===== src/rtl/sync_detect.sv =====
// Serial frame-sync detector: correlates the incoming bit stream against a
// sync word, verifies spacing, flywheels through misses and strobes each lock.
module sync_detect #(
    parameter logic [31:0] SYNC_WORD  = 32'h1ACFFC1D,
    parameter int          MAX_ERR    = 2,
    parameter int          FRAME_LEN  = 256,
    parameter int          VERIFY_CNT = 3,
    parameter int          MISS_MAX   = 2
) (
    input  logic        clk,
    input  logic        GlobalReset,
    input  logic        din,
    input  logic        din_valid,
    output logic [31:0] sync_o,
    output logic        srdyo,
    output logic        locked
);

    localparam logic [5:0]  MAX_ERR_W  = 6'(MAX_ERR);
    localparam logic [15:0] FRAME_W    = 16'(FRAME_LEN);
    localparam logic [3:0]  VERIFY_W   = 4'(VERIFY_CNT);
    localparam logic [3:0]  MISS_W     = 4'(MISS_MAX);

    typedef enum logic [1:0] {
        SEARCH = 2'd0,
        VERIFY = 2'd1,
        LOCKED = 2'd2
    } state_t;

    state_t      state, state_nxt;
    logic [31:0] sr;
    logic [31:0] bcnt;
    logic [5:0]  fill;
    logic [15:0] pos;
    logic [3:0]  vcnt, vcnt_nxt;
    logic [3:0]  miss, miss_nxt;
    logic        eval_q;
    logic [31:0] diff;
    logic [5:0]  err_cnt;
    logic        hit;
    logic        due;
    logic        pos_clr;
    logic        accept;
    logic [1:0]  ph;
    logic        pend;
    logic [31:0] pend_val;

    // Correlation is judged one cycle after each shift, once the register
    // holds 32 genuine bits (fill[5] set means the fill count reached 32).
    always_comb begin
        diff    = sr ^ SYNC_WORD;
        err_cnt = '0;
        for (int i = 0; i < 32; i++) begin
            err_cnt = err_cnt + 6'(diff[i]);
        end
        hit = eval_q && fill[5] && (err_cnt <= MAX_ERR_W);
        due = (pos == FRAME_W);
    end

    always_comb begin
        state_nxt = state;
        vcnt_nxt  = vcnt;
        miss_nxt  = miss;
        pos_clr   = 1'b0;
        accept    = 1'b0;
        if (eval_q) begin
            case (state)
                SEARCH: begin
                    if (hit) begin
                        pos_clr  = 1'b1;
                        vcnt_nxt = 4'd1;
                        if (VERIFY_W == 4'd1) begin
                            state_nxt = LOCKED;
                            accept    = 1'b1;
                            miss_nxt  = 4'd0;
                        end else begin
                            state_nxt = VERIFY;
                        end
                    end
                end
                VERIFY: begin
                    if (due) begin
                        if (hit) begin
                            pos_clr  = 1'b1;
                            vcnt_nxt = vcnt + 4'd1;
                            if (vcnt + 4'd1 == VERIFY_W) begin
                                state_nxt = LOCKED;
                                accept    = 1'b1;
                                miss_nxt  = 4'd0;
                            end
                        end else begin
                            state_nxt = SEARCH;
                            vcnt_nxt  = 4'd0;
                        end
                    end
                end
                LOCKED: begin
                    if (due) begin
                        pos_clr = 1'b1;
                        if (hit) begin
                            accept   = 1'b1;
                            miss_nxt = 4'd0;
                        end else if (miss + 4'd1 == MISS_W) begin
                            state_nxt = SEARCH;
                            miss_nxt  = 4'd0;
                            vcnt_nxt  = 4'd0;
                        end else begin
                            miss_nxt = miss + 4'd1;
                        end
                    end
                end
                default: begin
                    state_nxt = SEARCH;
                    vcnt_nxt  = 4'd0;
                    miss_nxt  = 4'd0;
                end
            endcase
        end
    end

    always_ff @(posedge clk) begin
        if (GlobalReset) begin
            state <= SEARCH;
            vcnt  <= 4'd0;
            miss  <= 4'd0;
        end else begin
            state <= state_nxt;
            vcnt  <= vcnt_nxt;
            miss  <= miss_nxt;
        end
    end

    // pos counts valid bits since the last accepted sync's final bit, so a
    // bit arriving on the same cycle as the clear already counts as 1.
    always_ff @(posedge clk) begin
        if (GlobalReset) begin
            sr     <= '0;
            bcnt   <= '0;
            fill   <= '0;
            pos    <= '0;
            eval_q <= 1'b0;
        end else begin
            eval_q <= din_valid;
            if (din_valid) begin
                sr   <= {sr[30:0], din};
                bcnt <= bcnt + 32'd1;
                if (!fill[5]) begin
                    fill <= fill + 6'd1;
                end
            end
            if (pos_clr) begin
                pos <= din_valid ? 16'd1 : 16'd0;
            end else if (din_valid) begin
                pos <= pos + 16'd1;
            end
        end
    end

    // Strobe sequencer: ph 1 = value loaded, ph 2..3 = srdyo high, ph 0 =
    // idle with srdyo low; a new load is only taken from ph 0.
    always_ff @(posedge clk) begin
        if (GlobalReset) begin
            sync_o   <= '0;
            ph       <= 2'd0;
            pend     <= 1'b0;
            pend_val <= '0;
        end else if (ph == 2'd0) begin
            if (accept) begin
                sync_o <= bcnt;
                ph     <= 2'd1;
                pend   <= 1'b0;
            end else if (pend) begin
                sync_o <= pend_val;
                ph     <= 2'd1;
                pend   <= 1'b0;
            end
        end else begin
            ph <= ph + 2'd1;
            if (accept) begin
                pend     <= 1'b1;
                pend_val <= bcnt;
            end
        end
    end

    assign srdyo  = ph[1];
    assign locked = (state == LOCKED);

endmodule


===== config.mk =====
export PLATFORM = sky130hd
export DESIGN_NAME = sync_detect
export DESIGN_NICKNAME = d
export VERILOG_FILES = /design/src/rtl/sync_detect.sv
export SDC_FILE = /design/constraint.sdc
export NUM_CORES = 1
export LEC_CHECK = 0
export ABC_CLOCK_PERIOD_IN_PS = 6300
export CAP_MARGIN = 15
export CORE_MARGIN = 8
export CORE_UTILIZATION = 55
export DETAILED_ROUTE_END_ITERATION = 10
export PLACE_DENSITY = 0.85
export SLEW_MARGIN = 20
export SYNTH_ARGS = -nofsm -noshare
export SYNTH_HDL_FRONTEND = slang
export SYNTH_SLANG_ARGS = --single-unit
export TNS_END_PERCENT = 1

===== constraint.sdc =====
create_clock -name clk -period 6.3 [get_ports clk]
set_input_delay 1.26 -clock clk [delete_from_list [all_inputs] [get_ports clk]]
set_output_delay 1.26 -clock clk [all_outputs]
set_load 0.005 [all_outputs]

==> flow_summary.yaml, run 1 <==
status:
  outcome: "completed"
power:
  peakVddDrop_mv: 0.191
  power.density_mw_per_mm2: 239
  combPwrFrac_pct: 8.2
  intPower_mw: 1.67
  static-leakage-power_nw: 3.48
  power_frac_seq_pct: 46.1
  clkPwrFrac_pct: 45.6
  p_sw_share_pct: 26.9
  p_sw_mw: 0.614
worst_setup_path:
  cp.arrival_ps: 6450
  path_max_fanout: 8
  cp_data_required_time_ps: 6650
  cp-end-kind: "flop"
  path_class: "flop to flop"
  start_kind: "flop"
route:
  drt-pass1-iter-count: 5
  postRouteAntennaNets: 0
  vias: 6695
  wl_um: 18000
  wl_per_cell_um: 15.1
  vias_per_cell: 5.61
  drc: 0
  drt_iter0_markers: 532
synthesis:
  ys.flop_type: "dfxtp_1"
  synth_edf_count: 0
  ys_ff_latch: 164
  synth_top_area_cell: "dfxtp_1"
  synth_warnings: 0
  synth_cell_types: 57
  async_reset_ff_share_pct: 0
  synthCells: 968
  synth_top_area_share_pct: 39.4
  netlist_area_mm2: 0.00834
  synth_nets: 1016
  synth.avg_cell_area_um2: 8.61
  yosys-top-cells-area: "dfxtp_1, nor2_1, fa_1, mux2i_1, a211oi_2"
  synth-seq-area-share_pct: 39.4
die:
  start_util_pct: 55.5
  coreArea_mm2: 0.0150
  die_x_um: 139
  die_h_um: 139
  io_pins: 38
  die_area_mm2: 0.0194
  rows: 45
placement:
  io_buffers: 37
  place.gp.congestion: 0.815
  dp_hpwl_um: 11300
timing:
  fin_crit_ps: 6100
  final.period_utilization_pct: 96.9
  holdWs_ps: 456
  tns_ps: 0
  finalMaxSlewViolations: 0
  relSlewSlack_pct: 35.8
  setup_viol: 0
  fin_skew_ps: 10.4
  hold_viol_final: 0
  max_freq_mhz: 164
  tightest_slew_ps: 956
cells_and_area:
  final_common_cell: "dfxtp_1"
  num_antenna_cells: 0
  final_cell_mix: "dfxtp_1, nor2_1, nand2_1, inv_1, a21oi_1"
  syn_to_final_growth_pct: 14.3
  nNetsFinal: 1040
  drive_above_1_share_pct: 12.1
clock_network:
  cts_sinks: 164
  cts_tree: "yes"
  root_buffer: "clkbuf_16"
  cts_htree_levels: 4
  clkTransAtPathRegs_ps: 70
  cts_hold_buf: 0
  ctsLongestPathBuffers: 2
  cts_buffers: 17
  insertion_delay_ps: 430
worst_hold_path:
  hold_class: "flop to flop"
grt:
  grt_max_degree: 96
  grt_overflow: 0
  grt_usage_pct: 18.3
  first_global_vias: 6297
  grt_pass1_wl_um: 29800
  antenna_found_initial: 0
flow_run:
  drv_cap: 0
routing by layer:
| layer | vias to the layer above | global-route usage [%] | routed length [um] |
|---|---|---|---|
| li1 | 3302 | - | - |
| met1 | 3213 | 22.2 | 7950 |
| met2 | 154 | 31.7 | 8960 |
| met3 | 26 | 3.55 | 743 |
| met4 | 0 | 6.18 | 312 |
| met5 | - | 0 | 0 |
state kept, by name, summed over array words and instances, names as in the netlist, 2 cells and up:
register and cells:
sync_o 32, fill 6, pos 16, bcnt 32
vcnt 4, ph 2, pend_val 32, miss 4
sr 32, state 2
synth_stat cells, types with 9 or more instances:
master    count
nand2_1      94
mux2i_1      38
o21ai_2      20
fa_1         24
nand3_1      20
a21oi_1      75
a211oi_1     12
a211oi_2     30
o21ai_1      11
inv_1        90
nor2_1      134
ha_1         20
buf_4         9
nand4_1      14
nor3_1       41
clkbuf_1     31
xnor2_1      13
dfxtp_1     164
xor2_1       34
cell type report:
class                   instances  area, um^2
fillers                      1167        5500
multi-input cells             662        4480
flip-flops and latches        164        3290
repair buffers                 56         598
clock buffers                  18         429
inverters                      91         342
well taps                     188         235
clock inverters                14         163
cells by family (layout without fill, tap and decap cells):
| logic type | after synthesis | count (layout) | synth area share (%) |
|---|---|---|---|
| adders and majority gates | 44 | 44 | 8.76 |
| xor gates and xnor gates | 47 | 47 | 4.94 |
| AOI/OAI and AO/OA | 177 | 177 | 15.5 |
| DFF | 164 | 164 | 39.4 |
| and+or+nand+nor | 354 | 354 | 19.5 |
| muxes | 40 | 40 | 4.83 |
| buffers and inverters | 142 | 179 | 7.10 |
worst max-delay path: stages, from the launching register on:
cell	delay, ps
dfxtp_2	340
inv_1	50
fa_1	540
inv_1	60
fa_1	450
fa_1	500
inv_2	40
fa_1	470
fa_1	510
inv_1	50
fa_1	430
inv_1	70
ha_2	160
inv_1	50
fa_1	480
nor2b_1	60
or3_4	350
or4_4	610
o21ai_4	240
buf_12	150
buf_8	160
o21ai_1	80
a211oi_2	180
power groups by stage:
stage / registers (mW) / clock network (mW) / logic (mW)
after global placement: 1.08 / 0 / 0.185
final: 1.05 / 1.04 / 0.187
after floorplan: 1.07 / 0 / 0.149
after detailed placement: 1.08 / 0 / 0.188
after global routing: 1.05 / 1.10 / 0.212
after CTS: 1.05 / 1.05 / 0.191
path summary, 6_finish.rpt:
kind                                  start  slack, ps           to  cells past startpoint
worst max register to register       sr[10]        200    sync_o[4]                     22
worst min-delay path            pend_val[6]        460  pend_val[6]                      2
worst min register to register  pend_val[6]        460  pend_val[6]                      2
worst max-delay path                 sr[10]        200    sync_o[4]                     22
through the flow:
stage               std cells  instance area [um^2]  util (%)  power (mW)  worst slack (ps)
CTS                      1187                  9430      62.7        2.29               117
detailed placement       1155                  8830      58.8        1.26               138
finish                   1193                  9530      63.4        2.28               196
global route             1193                  9530      63.4        2.36             -12.3
floorplan                 968                  8340         -        1.22               537
global placement         1155                  8830      58.8        1.26               339
what timing repair did:
item / in CTS / in global routing
resized for setup: 0 / 8
setup endpoints to repair: 0 / 30
buffers inserted: 0 / 3
No activity file was read; power rests on OpenSTA's default activity.
==> inputs of run 2 (changes only) <==
ABC_AREA = 1   (was unset)
CORE_UTILIZATION = 61   (was 55)
MAX_ROUTING_LAYER = met4   (was unset)
PLACE_DENSITY = 0.91   (was 0.85)
==> flow_summary.yaml, run 2 <==
die:
  io_pins: 38
  die_x_um: 132
  coreArea_mm2: 0.0131
  rows: 42
  start_util_pct: 62.1
  die_h_um: 132
  die_area_mm2: 0.0173
placement:
  dp_hpwl_um: 11500
  io_buffers: 37
  place.gp.congestion: 0.876
  placed_cell_area_mm2: 0.00860
  dp_slack_ps: 554
power:
  power.density_mw_per_mm2: 283
  static-leakage-power_nw: 3.99
  power_frac_seq_pct: 41.3
  peakVddDrop_mv: 0.286
  finalPower_mw: 2.60
  combPwrFrac_pct: 18.9
  intPower_mw: 1.86
  p_sw_mw: 0.743
  clkPwrFrac_pct: 39.8
  p_sw_share_pct: 28.5
timing:
  rsz0062_at_grt: "false"
  tightest_slew_ps: 1000
  final.period_utilization_pct: 91.4
  finalWorstSetupSlack_ps: 542
  relSlewSlack_pct: 32.8
  finalMaxSlewViolations: 0
  tns_ps: 0
  max_freq_mhz: 174
  setup_viol: 0
  fin_skew_ps: 8.98
  hold_viol_final: 0
  fin_crit_ps: 5760
  holdWs_ps: 445
synthesis:
  synth-seq-area-share_pct: 40.3
  netlist_area_mm2: 0.00815
  ys_ff_latch: 164
  synth_common_cells: "nand2_1, inv_1, nor2_1"
  synthCells: 1154
  async_reset_ff_share_pct: 0
  synth_cell_types: 34
  synth_top_area_cell: "dfxtp_1"
  yosys-top-cells-area: "dfxtp_1, nand2_1, inv_1, nor2_1, fa_1"
  yosysMostFrequentCell: "nand2_1"
  synth_nets: 1202
  synth_warnings: 0
  synth.avg_cell_area_um2: 7.07
  ys.flop_type: "dfxtp_1"
  synth_edf_count: 0
  synth_top_area_share_pct: 40.3
grt:
  grt_overflow: 0
  grt_pass1_wl_um: 30400
  first_global_vias: 6925
  grt_max_degree: 65
  grt_usage_pct: 21.2
  antenna_found_initial: 0
cells_and_area:
  syn_to_final_growth_pct: 12.7
  final_cell_mix: "nand2_1, nor2_1, inv_1, dfxtp_1, a21oi_1"
  final_common_cell: "nand2_1"
  nNetsFinal: 1219
  num_antenna_cells: 0
  final_area_mm2: 0.00919
  drive_above_1_share_pct: 4.90
clock_network:
  postCtsSetupBuffers: 0
  cts_resized: 0
  cts_tree: "yes"
  cts_htree_levels: 4
  insertion_delay_ps: 430
  cts_sinks: 164
  cts_buffers: 17
  root_buffer: "clkbuf_16"
  cts_hold_buf: 0
  clkTransAtPathRegs_ps: 60
  ctsLongestPathBuffers: 2
route:
  drt_iter0_markers: 595
  drc: 0
  wl_per_cell_um: 13.1
  postRouteAntennaNets: 0
  vias_per_cell: 5.33
  drt-pass1-iter-count: 5
  wl_um: 17800
  vias: 7238
worst_setup_path:
  cp_data_required_time_ps: 6620
  path_class: "flop to flop"
  cp-end-kind: "flop"
  start_kind: "flop"
  cp.arrival_ps: 6080
  path_max_fanout: 64
worst_hold_path:
  hold_class: "flop to flop"
status:
  outcome: "completed"
flow_run:
  drv_cap: 0
## run 2: worst paths after layout
kind / cells past startpoint / slack [ps] / end / startpoint
min reg2reg: 2 / 440 / pend_val[14] / pend_val[14]
min: 2 / 440 / pend_val[14] / pend_val[14]
max reg2reg: 24 / 540 / sync_o[4] / sr[1]
max: 24 / 540 / sync_o[4] / sr[1]
## run 2: kinds of logic after synthesis
logic type / synth area share [%]
and+or+nand+nor: 26.0
AOI/OAI and AO/OA: 11.8
xor gates and xnor gates: 1.72
adders and majority gates: 8.96
DFF: 40.3
buffers and inverters: 11.2
## run 2: cell type report
class / count / area (um^2)
multi-input combinational: 756 / 3960
fill: 984 / 3950
sequential: 164 / 3280
inverter: 185 / 694
timing repair buffer: 47 / 445
clock buffer: 19 / 443
tap: 176 / 220
clock inverter: 12 / 143
## run 2: per-stage QoR
| stage | std cells | util [%] |
|---|---|---|
| 2_1_floorplan | 1154 | - |
| 3_3_place_gp | 1328 | 65.5 |
| 3_5_place_dp | 1328 | 65.5 |
| 4_1_cts | 1359 | 69.9 |
| 5_1_grt | 1359 | 69.9 |
| 6_report | 1359 | 69.9 |
## run 2: power by group through the flow
stage	Combinational [mW]	Clock, mW	Sequential (mW)
3_5_place_dp	0.491	0	1.10
5_1_grt	0.586	1.09	1.08
2_1_floorplan	0.373	0	1.09
4_1_cts	0.501	1.04	1.07
6_report	0.492	1.04	1.07
3_3_place_gp	0.456	0	1.10
## run 2: per-layer routing
layer / wire length [um] / GRT usage (%) / up-vias
met4: 480 / 9.25 / 0
met2: 8760 / 35.4 / 218
met1: 7630 / 23.7 / 3323
met5: 0 / - / -
met3: 951 / 5.37 / 43
li1: - / - / 3654
## run 2: critical path, cell delays in order, from the launching register on
cell and delay (ps):
dfxtp_1 340, fa_1 540, inv_1 50, fa_1 470
fa_1 510, inv_1 50, fa_1 470, fa_1 520
inv_1 60, fa_1 430, inv_1 70, ha_1 150
inv_1 50, fa_1 470, nor2_1 40, nor2_1 80
nand2_1 50, nor2_1 170, nand4_1 120, nand2_2 150
nand2_4 60, nand2_2 100, nand2_4 350, nor2_1 230
nor2_1 60
